$ cat config.mk
export PLATFORM = sky130hd
export DESIGN_NAME = ifu_prefetch_flat
export DESIGN_NICKNAME = d
export VERILOG_FILES = /design/src/rtl/ifu_pkg.sv /design/src/rtl/ifu_if.sv /design/src/rtl/ifu_fifo.sv /design/src/rtl/ifu_prefetch.sv /design/src/flat_wrapper.sv
export SDC_FILE = /design/constraint.sdc
export NUM_CORES = 1
export LEC_CHECK = 0
export ABC_AREA = 0
export BUFFER_PORTS_ARGS = -buffer_cell sky130_fd_sc_hd__buf_2
export CAP_MARGIN = 20
export CORE_UTILIZATION = 57
export CTS_BUF_LIST = sky130_fd_sc_hd__clkbuf_4
export DETAILED_ROUTE_END_ITERATION = 10
export PLACE_DENSITY = 0.88
export REMOVE_ABC_BUFFERS = 1
export SLEW_MARGIN = 5
export SYNTH_ARGS = -nofsm -noshare
export SYNTH_HDL_FRONTEND = slang
export SYNTH_SLANG_ARGS = --single-unit
$ cat constraint.sdc
create_clock -name clk -period 3 [get_ports clk]
set_input_delay 0.3 -clock clk [delete_from_list [all_inputs] [get_ports clk]]
set_output_delay 0.3 -clock clk [all_outputs]
set_load 0.01 [all_outputs]
$ cat src/rtl/ifu_pkg.sv
// Shared defaults and helpers for the instruction fetch unit and its prefetch queue.
package ifu_pkg;

  localparam int          IFU_XLEN         = 32;
  localparam int          IFU_ILEN         = 32;
  localparam int          IFU_QDEPTH       = 4;
  localparam logic [31:0] IFU_RESET_VECTOR = 32'h0000_0000;

  // Width of a counter that must hold every value from 0 up to and including depth.
  function automatic int ifu_cnt_width(input int depth);
    return $clog2(depth + 1);
  endfunction

endpackage

$ cat src/rtl/ifu_if.sv
// Instruction-memory request/response port and decode-side valid/ready port of the fetch unit.
interface ifu_imem_if #(
  parameter int XLEN = ifu_pkg::IFU_XLEN,
  parameter int ILEN = ifu_pkg::IFU_ILEN
);
  logic            req;
  logic [XLEN-1:0] addr;
  logic            gnt;
  logic            rvalid;
  logic [ILEN-1:0] rdata;

  modport master (output req, addr, input gnt, rvalid, rdata);
  modport slave  (input req, addr, output gnt, rvalid, rdata);
endinterface

interface ifu_dec_if #(
  parameter int XLEN = ifu_pkg::IFU_XLEN,
  parameter int ILEN = ifu_pkg::IFU_ILEN
);
  logic            valid;
  logic            ready;
  logic [ILEN-1:0] instr;
  logic [XLEN-1:0] pc;

  modport master (output valid, instr, pc, input ready);
  modport slave  (input valid, instr, pc, output ready);
endinterface

$ cat src/rtl/ifu_fifo.sv
// In-order instruction queue: registered storage, head always visible, flush wins over push/pop.
module ifu_fifo
  import ifu_pkg::*;
#(
  parameter int  DEPTH = IFU_QDEPTH,
  parameter int  WIDTH = IFU_ILEN,
  localparam int PTR_W = $clog2(DEPTH),
  localparam int CNT_W = ifu_cnt_width(DEPTH)
) (
  input  logic             clk,
  input  logic             reset,
  input  logic             flush,
  input  logic             push,
  input  logic [WIDTH-1:0] push_data,
  input  logic             pop,
  output logic [CNT_W-1:0] count,
  output logic [WIDTH-1:0] head
);

  logic [WIDTH-1:0] mem [DEPTH];
  logic [PTR_W-1:0] rd_ptr;
  logic [PTR_W-1:0] wr_ptr;

  // Pointers wrap naturally because DEPTH is a power of two.
  // NOTE: sequential state uses non-blocking assignments so every register samples pre-edge values.
  always_ff @(posedge clk) begin
    if (reset || flush) begin
      rd_ptr <= '0;
      wr_ptr <= '0;
      count  <= '0;
    end else begin
      if (push) wr_ptr <= wr_ptr + PTR_W'(1);
      if (pop)  rd_ptr <= rd_ptr + PTR_W'(1);
      case ({push, pop})
        2'b10:   count <= count + CNT_W'(1);
        2'b01:   count <= count - CNT_W'(1);
        default: count <= count;
      endcase
    end
  end

  // NOTE: storage is deliberately not reset; occupancy lives in count, so stale words are never observed.
  always_ff @(posedge clk) begin
    if (push && !flush) mem[wr_ptr] <= push_data;
  end

  assign head = mem[rd_ptr];

  a_no_push_full : assert property (@(posedge clk) disable iff (reset)
    (push && !flush) |-> (count != CNT_W'(DEPTH)));

  a_no_pop_empty : assert property (@(posedge clk) disable iff (reset)
    (pop && !flush) |-> (count != '0));

endmodule

$ cat src/rtl/ifu_prefetch.sv
// Sequential instruction prefetcher: credit-limited memory requests, in-order queue to decode,
// redirect flushes the queue and marks every in-flight response as stale.
module ifu_prefetch
  import ifu_pkg::*;
#(
  parameter int              XLEN         = IFU_XLEN,
  parameter int              ILEN         = IFU_ILEN,
  parameter int              QDEPTH       = IFU_QDEPTH,
  parameter logic [XLEN-1:0] RESET_VECTOR = XLEN'(IFU_RESET_VECTOR)
) (
  input  logic            clk,
  input  logic            reset,
  input  logic            fetch_en_i,
  input  logic            redirect_i,
  input  logic [XLEN-1:0] redirect_pc_i,
  ifu_imem_if.master      imem,
  ifu_dec_if.master       dec
);

  localparam int              CNT_W   = ifu_cnt_width(QDEPTH);
  localparam logic [CNT_W:0]  CREDITS = (CNT_W+1)'(QDEPTH);

  logic [XLEN-1:0]  fetch_pc;
  logic [XLEN-1:0]  fetch_pc_nxt;
  logic [XLEN-1:0]  deq_pc;
  logic [XLEN-1:0]  deq_pc_nxt;
  logic [XLEN-1:0]  redirect_target;
  logic [CNT_W-1:0] count;
  logic [CNT_W-1:0] outstanding;
  logic [CNT_W-1:0] outstanding_nxt;
  logic [CNT_W-1:0] discard;
  logic [CNT_W-1:0] discard_nxt;
  logic [CNT_W:0]   credits_used;
  logic             granted;
  logic             push;
  logic             pop;
  logic             unused_pc_lsbs;

  assign redirect_target = {redirect_pc_i[XLEN-1:2], 2'b00};
  assign unused_pc_lsbs  = ^redirect_pc_i[1:0];

  // Every queued entry and every granted-but-unanswered request holds one queue slot,
  // so a returning response can never find the queue full.
  assign credits_used = {1'b0, count} + {1'b0, outstanding};
  assign imem.req     = !reset && fetch_en_i && (credits_used < CREDITS);
  assign imem.addr    = fetch_pc;
  assign granted      = imem.req && imem.gnt;

  assign push      = imem.rvalid && (discard == '0) && !redirect_i;
  assign dec.valid = (count != '0);
  assign pop       = dec.valid && dec.ready;
  assign dec.pc    = deq_pc;

  ifu_fifo #(
    .DEPTH (QDEPTH),
    .WIDTH (ILEN)
  ) u_fifo (
    .clk       (clk),
    .reset     (reset),
    .flush     (redirect_i),
    .push      (push),
    .push_data (imem.rdata),
    .pop       (pop),
    .count     (count),
    .head      (dec.instr)
  );

  // NOTE: every signal written here gets a default first so no path leaves a latch.
  always_comb begin
    fetch_pc_nxt    = fetch_pc;
    deq_pc_nxt      = deq_pc;
    outstanding_nxt = outstanding + CNT_W'(granted) - CNT_W'(imem.rvalid);
    discard_nxt     = discard;

    if (imem.rvalid && (discard != '0)) discard_nxt = discard - CNT_W'(1);
    if (granted)                         fetch_pc_nxt = fetch_pc + XLEN'(4);
    if (pop)                             deq_pc_nxt   = deq_pc + XLEN'(4);

    // Whatever is still in flight after this edge, including a grant taken this cycle, is stale.
    if (redirect_i) begin
      fetch_pc_nxt = redirect_target;
      deq_pc_nxt   = redirect_target;
      discard_nxt  = outstanding_nxt;
    end
  end

  always_ff @(posedge clk) begin
    if (reset) begin
      fetch_pc    <= RESET_VECTOR;
      deq_pc      <= RESET_VECTOR;
      outstanding <= '0;
      discard     <= '0;
    end else begin
      fetch_pc    <= fetch_pc_nxt;
      deq_pc      <= deq_pc_nxt;
      outstanding <= outstanding_nxt;
      discard     <= discard_nxt;
    end
  end

  a_rvalid_has_request : assert property (@(posedge clk) disable iff (reset)
    imem.rvalid |-> (outstanding != '0));

  a_discard_bounded : assert property (@(posedge clk) disable iff (reset)
    discard <= outstanding);

endmodule

$ cat src/flat_wrapper.sv
// flat-port wrapper written by rule: the top's interface ports become plain ports
module ifu_prefetch_flat import ifu_pkg::*;
#(
  parameter int              XLEN         = IFU_XLEN,
  parameter int              ILEN         = IFU_ILEN,
  parameter int              QDEPTH       = IFU_QDEPTH,
  parameter logic [XLEN-1:0] RESET_VECTOR = XLEN'(IFU_RESET_VECTOR)
)
  (clk, reset, fetch_en_i, redirect_i, redirect_pc_i, imem_req, imem_addr, imem_gnt, imem_rvalid, imem_rdata, dec_valid, dec_instr, dec_pc, dec_ready);
  ifu_imem_if #(.XLEN(XLEN), .ILEN(ILEN)) imem_i ();
  ifu_dec_if #(.XLEN(XLEN), .ILEN(ILEN)) dec_i ();
  input  logic clk;
  input  logic reset;
  input  logic fetch_en_i;
  input  logic redirect_i;
  input  logic [XLEN-1:0] redirect_pc_i;
  output wire logic [$bits(imem_i.req)-1:0] imem_req;
  output wire logic [$bits(imem_i.addr)-1:0] imem_addr;
  input wire logic [$bits(imem_i.gnt)-1:0] imem_gnt;
  input wire logic [$bits(imem_i.rvalid)-1:0] imem_rvalid;
  input wire logic [$bits(imem_i.rdata)-1:0] imem_rdata;
  output wire logic [$bits(dec_i.valid)-1:0] dec_valid;
  output wire logic [$bits(dec_i.instr)-1:0] dec_instr;
  output wire logic [$bits(dec_i.pc)-1:0] dec_pc;
  input wire logic [$bits(dec_i.ready)-1:0] dec_ready;
  assign imem_req = imem_i.req;
  assign imem_addr = imem_i.addr;
  assign imem_i.gnt = imem_gnt;
  assign imem_i.rvalid = imem_rvalid;
  assign imem_i.rdata = imem_rdata;
  assign dec_valid = dec_i.valid;
  assign dec_instr = dec_i.instr;
  assign dec_pc = dec_i.pc;
  assign dec_i.ready = dec_ready;
  ifu_prefetch #(.XLEN(XLEN), .ILEN(ILEN), .QDEPTH(QDEPTH), .RESET_VECTOR(RESET_VECTOR)) u_core (.clk(clk), .reset(reset), .fetch_en_i(fetch_en_i), .redirect_i(redirect_i), .redirect_pc_i(redirect_pc_i), .imem(imem_i), .dec(dec_i));
endmodule
==> impl_metrics.py <==
metrics = {
    "run_status": {
        "status": "complete, no violations",
    },
    "placed_design": {
        "place_ws_ns": 0.235,
        "postPlaceCellArea_um2": 9650,
        "io_buffers": 162,
        "dpl.hpwl_um": 13000,
        "gp_congestion": 0.868,
    },
    "synth": {
        "synth.top_cells.by_area": "edfxtp_1, dfxtp_1, mux4_2, xor2_1, a21boi_0",
        "syn_area_um2": 8560,
        "synth_common_cells": "edfxtp_1, dfxtp_1, xor2_1, a21boi_0, inv_1",
        "ys_types": 45,
        "yosysMostFrequentCell": "edfxtp_1",
        "synth_top_area_share_pct": 44.9,
        "synth_top_area_cell": "edfxtp_1",
        "synth.avg_cell_area_um2": 13.6,
        "yosys_register_bits": 203,
        "synthFlopType": "edfxtp_1",
        "synth_edf_count": 128,
        "ys_async_sr_fraction_pct": 0,
        "synth-warning-count": 0,
        "syn_inst": 627,
        "ys_seq_area_share_pct": 62.5,
    },
    "min_path": {
        "whs_path_depth": 4,
        "min_path_type": "in -> reg",
    },
    "layout": {
        "seq_area_um2": 5350,
        "multi_input_comb_area_um2": 2960,
        "final_layout_size_suffix_gt1_share_pct": 33.6,
        "nNetsFinal": 960,
        "antenna_cells": 0,
        "design_area_um2": 10600,
        "fillers": 951,
        "syn_to_final_growth_pct": 24.4,
    },
    "critical_path": {
        "start_kind": "flip-flop",
        "slowest_stage": "or4b_1",
        "slowest_delay_ns": 0.54,
        "worstSetupPathType": "reg -> reg",
        "path_cells": "ha_1, or4b_1, nor4b_4, buf_6, nand3_2, or3_1, a311oi_1",
        "worst-path-buf-inv": 1,
        "cp_num_cells": 7,
        "crit_family": "simple AND/OR/NAND/NOR gates",
        "critPathMaxFanout": 25,
        "reg2reg_depth": 7,
        "cp-end-kind": "flip-flop",
        "worstPathArrival_ns": 3.27,
        "worstPathRequired_ns": 3.54,
    },
    "timing": {
        "layout_setup_ws_ns": 0.264,
        "maxSlewHeadroom_pct": 53.2,
        "clock_skew_ns": 0.0255,
        "hold_viol": 0,
        "worst_slew_pin_slew_ns": 0.702,
        "finalCritPeriodShare_pct": 91.2,
        "slew_violations": 0,
        "rsz0062_at_grt": "false",
        "finalCriticalPeriod_ns": 2.74,
        "setup_viol": 0,
        "fmax_ghz": 0.365,
        "worst_hold_slack_ns": 0.0445,
    },
    "clocking": {
        "clock_latency_ns": 0.62,
        "clk_pin_slew_worst_paths_ns": 0.07,
        "cts_tree": "done",
        "cts_htree_levels": 2,
        "cts-root-buf": "clkbuf_4",
        "cts_buffer_depth": 3,
        "numCtsBuffers": 50,
        "clock_sinks": 203,
    },
    "global_route": {
        "met3_usage_pct": 7.52,
        "grt_util_met1_pct": 30.2,
        "grt_util_met2_pct": 45.3,
        "grt_pass1_wl_um": 31800,
        "grt-ovfl-total": 0,
        "grt_max_degree": 42,
        "grt_pass1_vias": 6326,
        "antenna_found_initial": 0,
        "track_usage_pct": 25.9,
        "top_usage_layer": "met2",
    },
    "run": {
        "cap_violations": 0,
    },
    "power": {
        "peakVddDrop_v": 0.000317,
        "leakagePower_nw": 4.11,
        "power.total_mw": 6.02,
        "power_density_nw_per_um2": 566,
    },
    "routing": {
        "wl_per_cell_um": 18.2,
        "drt_wl_total_um": 19800,
        "initialDrtViolationCount": 342,
        "drt_pre_antenna_iters": 5,
        "viasPerCell": 5.62,
        "ant_nets": 0,
        "drc_errors": 0,
        "via_count": 6122,
    },
    "die": {
        "die_w_um": 125,
        "ioPinCount": 169,
        "die_area_um2": 15500,
        "start_util_pct": 58.6,
        "coreArea_um2": 14600,
        "die_h_um": 125,
        "num_rows": 44,
    },
}
state kept, by name (all words and copies together) (netlist names), named ones only:
| register | cells |
|---|---|
| u_core.u_fifo.rd_ptr | 2 |
| u_core.u_fifo.wr_ptr | 2 |
| u_core.discard | 3 |
| u_core.u_fifo.count | 3 |
| u_core.u_fifo.mem | 128 |
| u_core.dec.pc | 30 |
| u_core.imem.addr | 30 |
| u_core.outstanding | 3 |
stage by stage:
step           cells  util (%)  setup TNS (ns)
5_1_grt         1089      73.0               0
6_report        1089      73.0               0
3_5_place_dp     967      66.1               0
3_3_place_gp     967      66.1               0
4_1_cts         1088      72.9               0
2_1_floorplan    600         -         -0.0218
area by class of cell:
class | count | area share, %
clock buffers | 75 | 5.29
well taps | 184 | 2.16
clock inverters | 8 | 0.364
flip-flops and latches | 203 | 50.2
inverters | 39 | 1.38
repair buffers | 222 | 12.8
multi-input cells | 358 | 27.8
report_power, final:
part           internal, mW  switching, mW  total [mW]
Clock                  1.13           1.04        2.17
Sequential             3.10          0.102        3.20
Combinational         0.301          0.348       0.649
cell families (layout without fill, tap and decap cells):
kind of cell / Yosys count / after routing / synth area share (%)
AOI/OAI and AO/OA: 105 / 105 / 8.04
DFF: 203 / 203 / 62.5
xor gates and xnor gates: 59 / 59 / 6.04
buffers and inverters: 69 / 344 / 3.23
adders and majority gates: 15 / 15 / 2.37
muxes: 34 / 34 / 8.66
other: 1 / 4 / 0.0438
and+or+nand+nor: 141 / 141 / 9.14
worst reg2reg max path, delay by kind of cell, from the launching register on:
kind | cells | cell delay (ns)
AND/OR/NAND/NOR | 4 | 1.50
flip-flops | 1 | 0.39
buffers and inverters | 1 | 0.28
adder cells (fa/ha/maj) | 1 | 0.24
AO/OA/AOI/OAI | 1 | 0.24
path summary, 6_finish.rpt:
check,slack [ns],to,startpoint
worst max-delay path,0.26,u_core.imem.addr[24]$_SDFFE_PP0P_,u_core.u_fifo.count[2]$_SDFFE_PP0P_
worst min-delay path,0.04,u_core.imem.addr[23]$_SDFFE_PP0P_,redirect_pc_i[23]
worst min register to register,0.51,u_core.imem.addr[31]$_SDFFE_PP0P_,u_core.imem.addr[31]$_SDFFE_PP0P_
worst max register to register,0.26,u_core.imem.addr[24]$_SDFFE_PP0P_,u_core.u_fifo.count[2]$_SDFFE_PP0P_
per-layer routing:
metal  vias up  part of all wire (%)  wire [um]
met3        34                   8.3       1640
met4         0                   1.9        367
met5         -                     0          0
met1      2965                    39       7710
met2       286                    51      10100
li1       2837                     -          -
placed cells by master (no fill, tap or decap), drive strengths merged, types with 2 or more instances in the layout:
master       count
buf            183
edfxtp         128
clkbuf          75
dfxtp           75
xor2            50
a21boi          43
dlygate4sd3     39
inv             39
a21oi           34
mux4            32
nand4           28
nand2           25
nand3           21
nor2            19
ha              13
and3            11
xnor2            9
nor3             8
and2             8
clkinv           7
or3              6
o21ai            6
a211oi           5
o21bai           5
and4             5
a31oi            4
conb             4
nor4             3
o31ai            2
or2              2
a311oi           2
mux2i            2
fa               2
repair_timing:
action / in CTS / in global routing
endpoints found under the setup margin: 0 / 1
hold buffers: 38 / 1
hold endpoints to repair: 139 / 2
resized for setup: 0 / 1
buffers inserted: 0 / 0
(Power assumes the default switching activity.)
